## config.mk

```make
export PLATFORM = sky130hd
export DESIGN_NAME = spi_txn_arbiter
export DESIGN_NICKNAME = d
export VERILOG_FILES = /design/src/rtl/spi_txn_arbiter.sv
export SDC_FILE = /design/constraint.sdc
export NUM_CORES = 1
export LEC_CHECK = 0
export CAP_MARGIN = 20
export CORE_UTILIZATION = 42
export DETAILED_ROUTE_END_ITERATION = 16
export PLACE_DENSITY = 0.86
export SLEW_MARGIN = 15
export SYNTH_ARGS = -nofsm -noshare
export SYNTH_HDL_FRONTEND = slang
export SYNTH_SLANG_ARGS = --single-unit
```

## constraint.sdc

```tcl
create_clock -name clk -period 4 [get_ports clk]
set_clock_uncertainty 0.1 [all_clocks]
set_input_delay 0.6 -clock clk [delete_from_list [all_inputs] [get_ports clk]]
set_output_delay 0.6 -clock clk [all_outputs]
set_load 0.02 [all_outputs]
```

## src/rtl/spi_txn_arbiter.sv

```systemverilog
// Round-robin arbiter and transfer sequencer sharing one SPI master between NUM_REQ requesters.
// Define SPI_TIMEOUT_EN to add a BUSY watchdog that aborts a transfer with rsp_err=1.
module spi_txn_arbiter #(
  parameter int NUM_REQ        = 4,
  parameter int ID_W           = 2,
  parameter int SETUP_CYCLES   = 2,
  parameter int GAP_CYCLES     = 4,
  parameter int TIMEOUT_CYCLES = 255
) (
  input  logic                    clk,
  input  logic                    rst,
  input  logic [NUM_REQ-1:0]      req,
  input  logic [16*NUM_REQ-1:0]   req_data,
  input  logic [2*NUM_REQ-1:0]    req_mode,
  output logic [NUM_REQ-1:0]      gnt,
  output logic                    transaction_stb,
  output logic                    CKP,
  output logic                    CPH,
  output logic [15:0]             tx_data,
  input  logic                    spi_done,
  input  logic [15:0]             spi_rx_data,
  output logic                    rsp_valid,
  output logic [ID_W-1:0]         rsp_id,
  output logic [15:0]             rsp_data,
  output logic                    rsp_err,
  output logic                    busy
);

  // One counter serves SETUP, GAP and the BUSY watchdog, so it is sized for the largest.
  localparam int CNT_MAX = (TIMEOUT_CYCLES > 15) ? TIMEOUT_CYCLES : 15;
  localparam int CNT_W   = $clog2(CNT_MAX + 1);

  typedef enum logic [2:0] {IDLE, SETUP, START, BUSY, DONE, GAP} state_t;

  state_t           state;
  logic [ID_W-1:0]  rr_ptr;
  logic [ID_W-1:0]  cur_id;
  logic [CNT_W-1:0] cnt;

  logic [NUM_REQ-1:0] rot;
  logic               win_found;
  int                 win_pos;
  logic [ID_W-1:0]    win_id;
  logic [ID_W-1:0]    next_ptr;
  logic [NUM_REQ-1:0] win_onehot;
  logic [15:0]        win_data;
  logic [1:0]         win_mode;

`ifdef SPI_TIMEOUT_EN
  logic err_q;
  assign rsp_err = err_q;
`else
  assign rsp_err = 1'b0;
`endif

  // Rotating the doubled request vector puts rr_ptr at bit 0, so the first set bit wins.
  always_comb begin
    rot       = NUM_REQ'({req, req} >> rr_ptr);
    win_found = 1'b0;
    win_pos   = 0;
    for (int j = 0; j < NUM_REQ; j++) begin
      if (!win_found && rot[j]) begin
        win_found = 1'b1;
        win_pos   = int'(rr_ptr) + j;
      end
    end
    if (win_pos >= NUM_REQ) win_pos = win_pos - NUM_REQ;
    win_id     = ID_W'(win_pos);
    next_ptr   = (win_pos == NUM_REQ - 1) ? '0 : ID_W'(win_pos + 1);
    win_onehot = '0;
    win_data   = '0;
    win_mode   = '0;
    for (int i = 0; i < NUM_REQ; i++) begin
      if (win_found && win_pos == i) begin
        win_onehot[i] = 1'b1;
        win_data      = req_data[16*i +: 16];
        win_mode      = req_mode[2*i +: 2];
      end
    end
  end

  always_ff @(posedge clk or negedge rst) begin
    if (!rst) begin
      state           <= IDLE;
      rr_ptr          <= '0;
      cur_id          <= '0;
      cnt             <= '0;
      gnt             <= '0;
      transaction_stb <= 1'b0;
      CKP             <= 1'b0;
      CPH             <= 1'b0;
      tx_data         <= '0;
      rsp_valid       <= 1'b0;
      rsp_id          <= '0;
      rsp_data        <= '0;
      busy            <= 1'b0;
`ifdef SPI_TIMEOUT_EN
      err_q           <= 1'b0;
`endif
    end else begin
      gnt             <= '0;
      transaction_stb <= 1'b0;
      rsp_valid       <= 1'b0;
      case (state)
        // CKP/CPH/tx_data are only rewritten here, so SCK idle level holds between transfers.
        IDLE: begin
          if (win_found) begin
            gnt        <= win_onehot;
            tx_data    <= win_data;
            {CKP, CPH} <= win_mode;
            cur_id     <= win_id;
            rr_ptr     <= next_ptr;
            cnt        <= '0;
            busy       <= 1'b1;
            state      <= SETUP;
          end
        end
        SETUP: begin
          if (cnt == CNT_W'(SETUP_CYCLES)) begin
            transaction_stb <= 1'b1;
            cnt             <= '0;
            state           <= START;
          end else begin
            cnt <= cnt + CNT_W'(1);
          end
        end
        START: state <= BUSY;
        BUSY: begin
          if (spi_done) begin
            rsp_data  <= spi_rx_data;
            rsp_id    <= cur_id;
            rsp_valid <= 1'b1;
            state     <= DONE;
`ifdef SPI_TIMEOUT_EN
            err_q     <= 1'b0;
          end else if (cnt == CNT_W'(TIMEOUT_CYCLES)) begin
            rsp_data  <= '0;
            rsp_id    <= cur_id;
            rsp_valid <= 1'b1;
            err_q     <= 1'b1;
            state     <= DONE;
          end else begin
            cnt <= cnt + CNT_W'(1);
`endif
          end
        end
        DONE: begin
          cnt <= '0;
          if (GAP_CYCLES == 0) begin
            busy  <= 1'b0;
            state <= IDLE;
          end else begin
            state <= GAP;
          end
        end
        GAP: begin
          if (cnt == CNT_W'(GAP_CYCLES - 1)) begin
            busy  <= 1'b0;
            state <= IDLE;
          end else begin
            cnt <= cnt + CNT_W'(1);
          end
        end
        default: begin
          busy  <= 1'b0;
          state <= IDLE;
        end
      endcase
    end
  end

endmodule

```

# ---- After elaboration in Yosys (flattened, before gate mapping)
# Cells that the tools add are included.
dict set report totals {
  ff_bits 58
  inputBits 95
  output_inout_bits 44
  wordCells 96
}
dict set report classes {
  n_addsub 6
  magnitude_cmp 1
  eq_ne 15
  shift 1
  mux 40
  n_bitwise 1
  n_reduce_logical 19
}
# cell count
set op_table {}
lappend op_table {{2-to-1 mux 32 bit} 3}
lappend op_table {{== test 32 x 3 -> 1 bit, second input constant} 2}
lappend op_table {{2-to-1 mux 16 bit} 4}
lappend op_table {{== test 32 x 2 -> 1 bit, second input constant} 1}
lappend op_table {{>= comparator 32 x 4 -> 1 bit, second input constant} 1}
lappend op_table {{logical NOT 32 bit} 1}
lappend op_table {{one-hot mux 8 bit (4 select lines)} 1}
lappend op_table {{subtractor 32 x 4 -> 32 bit, second input constant} 1}
lappend op_table {{2-to-1 mux 8 bit} 3}
lappend op_table {{one-hot mux 3 bit (6 select lines)} 1}
lappend op_table {{== test 8 x 2 -> 1 bit, second input constant} 2}
lappend op_table {{2-to-1 mux 3 bit} 5}
lappend op_table {{2-to-1 mux 1 bit} 14}
lappend op_table {{2-to-1 mux 2 bit} 6}
lappend op_table {{!= test 2 bit, second input constant} 5}
lappend op_table {{adder 8 x 1 -> 8 bit, second input constant} 1}
lappend op_table {{2-to-1 mux 4 bit} 2}
lappend op_table {{>> shifter 8 x 2 -> 4 bit} 1}
lappend op_table {{logical AND 1 bit} 7}
lappend op_table {{adder 2 x 2 -> 3 bit, second input constant} 2}
lappend op_table {{== test 3 x 2 -> 1 bit, second input constant} 2}
lappend op_table {{== test 3 bit, second input constant} 2}
lappend op_table {{AND reduction 3 bit} 2}
lappend op_table {{AND reduction 2 bit} 2}
lappend op_table {{10 further kinds} 12}

# ---- Depth between registers and ports, before layout
# Gate-level depths: netlist of run 1.
dict set report depth {
  word_depth 19
  ltp_mapped 16
  ltp_nobuf 13
}

# ---- Worst setup path before layout of run 1
# No wires, ideal clock.
dict set report synth_timing {
  kind {reg-to-reg}
  start {reg rr_ptr[0]}
  end {reg tx_data[0]}
  setup_ps 77
  arrival_time_ps 3048
  t_required_ps 3823
  slack_ps 774
  stages_incl_launch_ff 17
  n_path_buf 3
  synth_period_minus_slack_ps 3226
  cell_sequence {dfrtp_1 > clkbuf_8 > inv_1 > ha_1 > a21o_2 > a221o_1 > a221oi_2 > mux2i_2 > inv_1 > ha_1 > nor2b_1 > clkbuf_1 > clkbuf_1 > a221oi_1 > nor3_1 > a21oi_1 > a21oi_1}
}
# element line_no
set synth_rtl {}
lappend synth_rtl {{from (decl)} 36} ;# logic [ID_W-1:0] rr_ptr;
lappend synth_rtl {{from (signal assigned)} 112} ;# rr_ptr <= next_ptr;
lappend synth_rtl {{to (signal assigned)} 109} ;# tx_data <= win_data;
lappend synth_rtl {{to (decl)} 19} ;# output logic [15:0] tx_data,

==> flow_summary.ini, run 1 <==
[global_routing]
grt_pass1_wl_um = 12900
antenna_found_initial = 0
grt_pass1_vias = 2921
grtUsageTotal = 0.216
gr-total-overflow = 0
grt_max_degree = 47

[power]
leakage_nw = 2.06
p_sw_frac = 0.405
seq_power_share = 0.280
power_frac_comb = 0.556
p_total_w = 0.00360
power.switching_w = 0.00146
power_density_nw_per_um2 = 747
ir_drop_uv = 370
p_clk_frac = 0.164
p_int_w = 0.00214

[synth]
synth_seq_cells = 58
yosysSeqAreaShare = 0.458
netlist_area_sq_um = 3170
synth_top_cell_area_share = 0.458
syn_area_per_cell_sq_um = 8.91
synthTopCellsByArea = dfrtp_1 (46%), nand2_1 (7.6%), a21oi_1 (6.3%), nor2b_1 (5.3%), a221oi_1 (5.0%)
ys_types = 55
synth_top_cell_by_area = dfrtp_1
postSynth.asyncResetShare = 1.00
syn_inst = 356
syn-num-nets = 458
yosysWarnings = 0
post-synth-top-count-cell = nand2_1
synth_commonest_cells = nand2_1 (64), dfrtp_1 (58), a21oi_1 (40)
ys.flop_type = dfrtp_1
synth-edff-count = 0

[setup_path]
cp.arrival_ns = 3.73
rrSetupSlack_ns = 0.42
crit_path_start_kind = flop
path_class = reg -> reg
reg2reg_depth = 14
crit_fanout = 12
rr_startpoint = rr_ptr[0]$_DFFE_PN0P_
crit_start = rr_ptr[0]$_DFFE_PN0P_
worst_setup_path_end_kind = flop
cp.required_ns = 4.15
reg2reg_to = tx_data[4]$_DFFE_PN0P_

[timing]
worst_pin_slew_ns = 0.880
report.final.slew_viol_count = 0
fin_crit_ns = 3.58
maxSlewHeadroom = 0.413
hold_violations = 0
fmax_ghz = 0.279
setup_violations = 0
rsz0062_at_grt = no
fin_crit_sh = 0.896
holdWs_ns = 0.291

[clocking]
cts_buffers = 9
postCtsSetupBuffers = 0
clkSlewWorstSetupHoldPaths_ns = 0.07
clkLatencyLatePin_ns = 0.33
cts_buffer_depth = 2
cts_hold_buf = 0
h-tree-depth = 3
cts-root-buf = clkbuf_8
cts_tree = done
cts.sinks = 58
ctsResizeCount = 0

[place]
hpwlAfterDp_um = 5920
dp_cells = 576
port_buffers = 137
place.gp.congestion = 0.763

[drt]
drt-total-wl_um = 7930
drtIter0Drc = 122
post_drt_wl_per_cell_um = 13.4
via_per_inst = 5.20
ant_nets = 0
vias = 3081
drc = 0
first_pass_iters = 5

[floorplan]
die_area_sq_um = 7900
initial_utilization = 0.435
fp.dieW_um = 88.9
rows = 31
core_area_sq_um = 7290
die_h_um = 88.9
io_pins = 139

[cells_and_area]
drive_gt1_frac = 0.0892
seqCellArea_sq_um = 1450
syn2layout_area_growth_pct = 52.0
fin_nets = 590
fillCellCount = 615
diodes = 0
multiInputGateArea_sq_um = 1550
final_cells = 592

[flow_run]
maxCapViolCount = 0

[min_path]
worstHoldPathType = in -> async

[status]
status = complete, no violations
==> cells by family (layout without fill, tap and decap cells) <==
family,Yosys count,count (layout),share of synthesized area
fa+ha+maj,7,7,0.0276
buf+inv,33,170,0.0525
xor+xnor,1,1,0.00276
compound gates,88,88,0.185
mux,3,3,0.0126
other cells,1,1,0.00118
flops,58,58,0.458
simple gates,165,165,0.260
==> cells in the final DEF, fill, tap and decap left out, types with 3 or more instances in the layout <==
cell type,count
clkdlybuf4s50_1,136
nand2_1,64
dfrtp_1,58
a21oi_1,40
nor2b_1,27
nor2_1,26
nor3_1,21
a221oi_1,18
buf_4,11
o21ai_0,10
clkbuf_8,10
ha_1,7
inv_1,5
and2_1,4
nand3_1,4
nand2b_1,3
o31ai_1,3
==> stage by stage <==
stage | setup slack (ns) | instance area [sq um] | setup TNS (ns) | util
6_report | 0.416 | 4820 | 0 | 0.661
5_1_grt | 0.136 | 4820 | 0 | 0.661
4_1_cts | 0.444 | 4820 | 0 | 0.661
3_5_place_dp | 0.192 | 4600 | 0 | 0.631
3_3_place_gp | -0.139 | 4590 | -1.35 | 0.630
2_1_floorplan | 0.774 | 3170 | 0 | -
==> worst max path at each step <==
| stage | end | slack [ns] | depth (start not counted) |
|---|---|---|---|
| 5_1_grt | tx_data[3]$_DFFE_PN0P_ | 0.14 | 14 |
| 3_5_place_dp | tx_data[4]$_DFFE_PN0P_ | 0.19 | 13 |
| 2_1_floorplan | tx_data[0]$_DFFE_PN0P_ | 0.77 | 16 |
| 6_report | tx_data[4]$_DFFE_PN0P_ | 0.42 | 14 |
| 3_3_place_gp | tx_data[3]$_DFFE_PN0P_ | -0.14 | 12 |
| 4_1_cts | tx_data[3]$_DFFE_PN0P_ | 0.44 | 14 |
==> routing by layer <==
layer	vias to the layer above	global-route usage	wire, um
met2	128	0.380	3930
li1	1505	-	-
met5	-	0	0
met1	1436	0.244	3240
met4	0	0.0806	91
met3	12	0.0718	673
==> sequential cells by signal (all words and copies together) (netlist names) <==
register and cells:
tx_data 16, rr_ptr 2, rsp_valid 1, cur_id 2, state 3, rsp_id 2
busy 1, cnt 8, CKP 1, gnt 4, CPH 1, transaction_stb 1
rsp_data 16
==> power by group through the flow <==
stage	clock, W	combinational [W]	sequential, W
2_1_floorplan	0	0.00109	0.00120
3_3_place_gp	0	0.00194	0.00101
3_5_place_dp	0	0.00201	0.00102
4_1_cts	0.000602	0.00201	0.00101
5_1_grt	0.000639	0.00221	0.00104
6_report	0.000591	0.00200	0.00101
==> critical path: stages, from the launching register on <==
cell and delay [ns]:
dfrtp_1 0.52, inv_1 0.13, ha_1 0.37, a21o_2 0.20, a221o_1 0.30, a221oi_2 0.30
mux2i_2 0.11, inv_1 0.09, ha_1 0.16, nor2b_1 0.42, buf_4 0.28, a221oi_1 0.10
nor3_1 0.20, a21oi_1 0.07, a21oi_1 0.15
==> layout make-up <==
cell class / instances / area share
sequential: 58 / 0.301
clock inverter: 5 / 0.0161
inverter: 6 / 0.00467
tap: 99 / 0.0257
multi-input combinational: 265 / 0.322
clock buffer: 11 / 0.0293
timing repair buffer: 148 / 0.301
Note: power is estimated with default switching activity, not from simulation.
==> inputs of run 2 (changes only) <==
--- a/config.mk
+++ b/config.mk
@@ -7,6 +7,7 @@
 export LEC_CHECK = 0
 export CAP_MARGIN = 20
 export CORE_UTILIZATION = 42
+export CTS_CLUSTER_SIZE = 10
 export DETAILED_ROUTE_END_ITERATION = 16
 export PLACE_DENSITY = 0.86
 export SLEW_MARGIN = 15
==> results of run 2 <==
Final layout, timing and power as in run 1 (identical DEF).
==> inputs of run 3 (changes only) <==
--- a/config.mk
+++ b/config.mk
@@ -6,10 +6,12 @@
 export NUM_CORES = 1
 export LEC_CHECK = 0
 export CAP_MARGIN = 20
-export CORE_UTILIZATION = 42
+export CORE_UTILIZATION = 45
 export CTS_CLUSTER_SIZE = 10
 export DETAILED_ROUTE_END_ITERATION = 16
-export PLACE_DENSITY = 0.86
+export DONT_BUFFER_PORTS = 1
+export PLACE_DENSITY = 0.66
+export RECOVER_POWER = 25
 export SLEW_MARGIN = 15
 export SYNTH_ARGS = -nofsm -noshare
 export SYNTH_HDL_FRONTEND = slang
==> constraint.sdc (replaced) <==
create_clock -name clk -period 4 [get_ports clk]
set_clock_uncertainty 0.1 [all_clocks]
set_input_delay 0.8 -clock clk [delete_from_list [all_inputs] [get_ports clk]]
set_output_delay 0.8 -clock clk [all_outputs]
set_load 0.02 [all_outputs]
==> flow_summary.ini, run 3 (synthesis gave the netlist of run 1 again) <==
[setup_path]
crit_path_start_kind = flop
cp.required_ns = 4.16
path_class = reg -> reg
worst_setup_path_end_kind = flop
reg2reg_depth = 13
cp.arrival_ns = 3.69
crit_fanout = 18

[timing]
report.final.slew_viol_count = 0
worst_pin_slew_ns = 1.05
setup_violations = 0
final.setup.tns_ns = 0
hold_violations = 0
fin_crit_sh = 0.882
rsz0062_at_grt = no
maxSlewHeadroom = 0.301
fin_crit_ns = 3.53
fmax_ghz = 0.283
holdWs_ns = 0.0575

[floorplan]
io_pins = 139
core_area_sq_um = 6790
die_h_um = 85.9
initial_utilization = 0.467
fp.dieW_um = 85.9
rows = 30
die_area_sq_um = 7390

[cells_and_area]
drive_gt1_frac = 0.111
reg_top3 = rsp_data: 16 flops, tx_data: 16 flops, cnt: 8 flops
final_cell_mix = nand2_1 (64), dfrtp_1 (58), a21oi_1 (40), nor2b_1 (26), nor2_1 (26)
fillCellCount = 628
final_common_cell = nand2_1
diodes = 0
final_area_sq_um = 3360
multiInputGateArea_sq_um = 1560
final_util = 0.494
seqCellArea_sq_um = 1450
syn2layout_area_growth_pct = 5.88
fin_nets = 447

[global_routing]
grt_pass1_vias = 2429
gr-total-overflow = 0
antenna_found_initial = 0
grtUsageTotal = 0.201
grt_pass1_wl_um = 11500
grt_max_degree = 59

[clocking]
cts.sinks = 58
cts_buffer_depth = 2
cts_buffers = 9
clkLatencyLatePin_ns = 0.33
clkSlewWorstSetupHoldPaths_ns = 0.07
ctsResizeCount = 0
h-tree-depth = 3
cts-root-buf = clkbuf_8
cts_tree = done
cts_hold_buf = 0
postCtsSetupBuffers = 0

[drt]
post_drt_wl_per_cell_um = 16.1
drt-total-wl_um = 7160
ant_nets = 0
first_pass_iters = 4
vias = 2522
drtIter0Drc = 117
drc = 0
via_per_inst = 5.65

[power]
p_total_w = 0.00298
leakage_nw = 1.47
ir_drop_uv = 328
power_density_nw_per_um2 = 888

[place]
dpl_cell_area_sq_um = 3190
hpwlAfterDp_um = 5020
port_buffers = 0
place.gp.congestion = 0.844

[status]
status = complete, no violations

[flow_run]
maxCapViolCount = 0

[min_path]
worstHoldPathType = in -> async
==> run 3: cell types whose count changed in the layout (fill, tap and decap cells not counted), sizes merged <==
cell / change
clkbuf: -2
bufinv: -2
buf: -7
clkinvlp: +2
clkinv: +2
clkdlybuf4s50: -136
==> run 3: metrics by stage <==
stage	setup WS [ns]	cells
floorplan	0.588	356
global placement	0.0763	430
detailed placement	0.346	430
CTS	0.483	446
global route	0.127	446
finish	0.470	446
==> run 3: layout make-up <==
cell class	count	area share
clock inverter	7	0.0138
inverter	6	0.00671
clock buffer	9	0.0369
sequential	58	0.432
multi-input combinational	265	0.463
tap	96	0.0358
timing repair buffer	5	0.0112
==> run 3: worst max-delay path, cell delays in order (launching register included) <==
cell      delay [ns]
dfrtp_1         0.46
inv_1           0.11
ha_1            0.34
a21o_2          0.21
a221o_1         0.30
a221oi_2        0.29
mux2i_2         0.14
inv_1           0.09
ha_1            0.15
nor2b_2         0.66
a221oi_1        0.17
nor3_1          0.24
a21oi_1         0.06
a21oi_1         0.14
==> run 3: worst paths after layout <==
| check | from | end | slack [ns] |
|---|---|---|---|
| worst max register to register | rr_ptr[1]$_DFFE_PN0P_ | tx_data[11]$_DFFE_PN0P_ | 0.47 |
| worst min-delay path | rst | tx_data[13]$_DFFE_PN0P_ | 0.06 |
| worst min register to register | cur_id[0]$_DFFE_PN0P_ | rsp_id[0]$_DFFE_PN0P_ | 0.37 |
| max in group asynchronous | rst | cnt[4]$_DFFE_PN0P_ | 3.64 |
| min in group clk | cur_id[0]$_DFFE_PN0P_ | rsp_id[0]$_DFFE_PN0P_ | 0.37 |
| worst max-delay path | rr_ptr[1]$_DFFE_PN0P_ | tx_data[11]$_DFFE_PN0P_ | 0.47 |
==> run 3: report_power, final <==
part,internal (W),total [W],switching [W]
Combinational,0.000540,0.00124,0.000705
Clock,0.000222,0.000466,0.000245
Sequential,0.000827,0.00127,0.000442
Total,0.00159,0.00298,0.00139
==> run 3: per-layer routing <==
layer | global-route usage | share of wire
met5 | 0 | 0
met4 | 0.0924 | 0.015
met3 | 0.0529 | 0.071
met2 | 0.347 | 0.49
met1 | 0.234 | 0.43
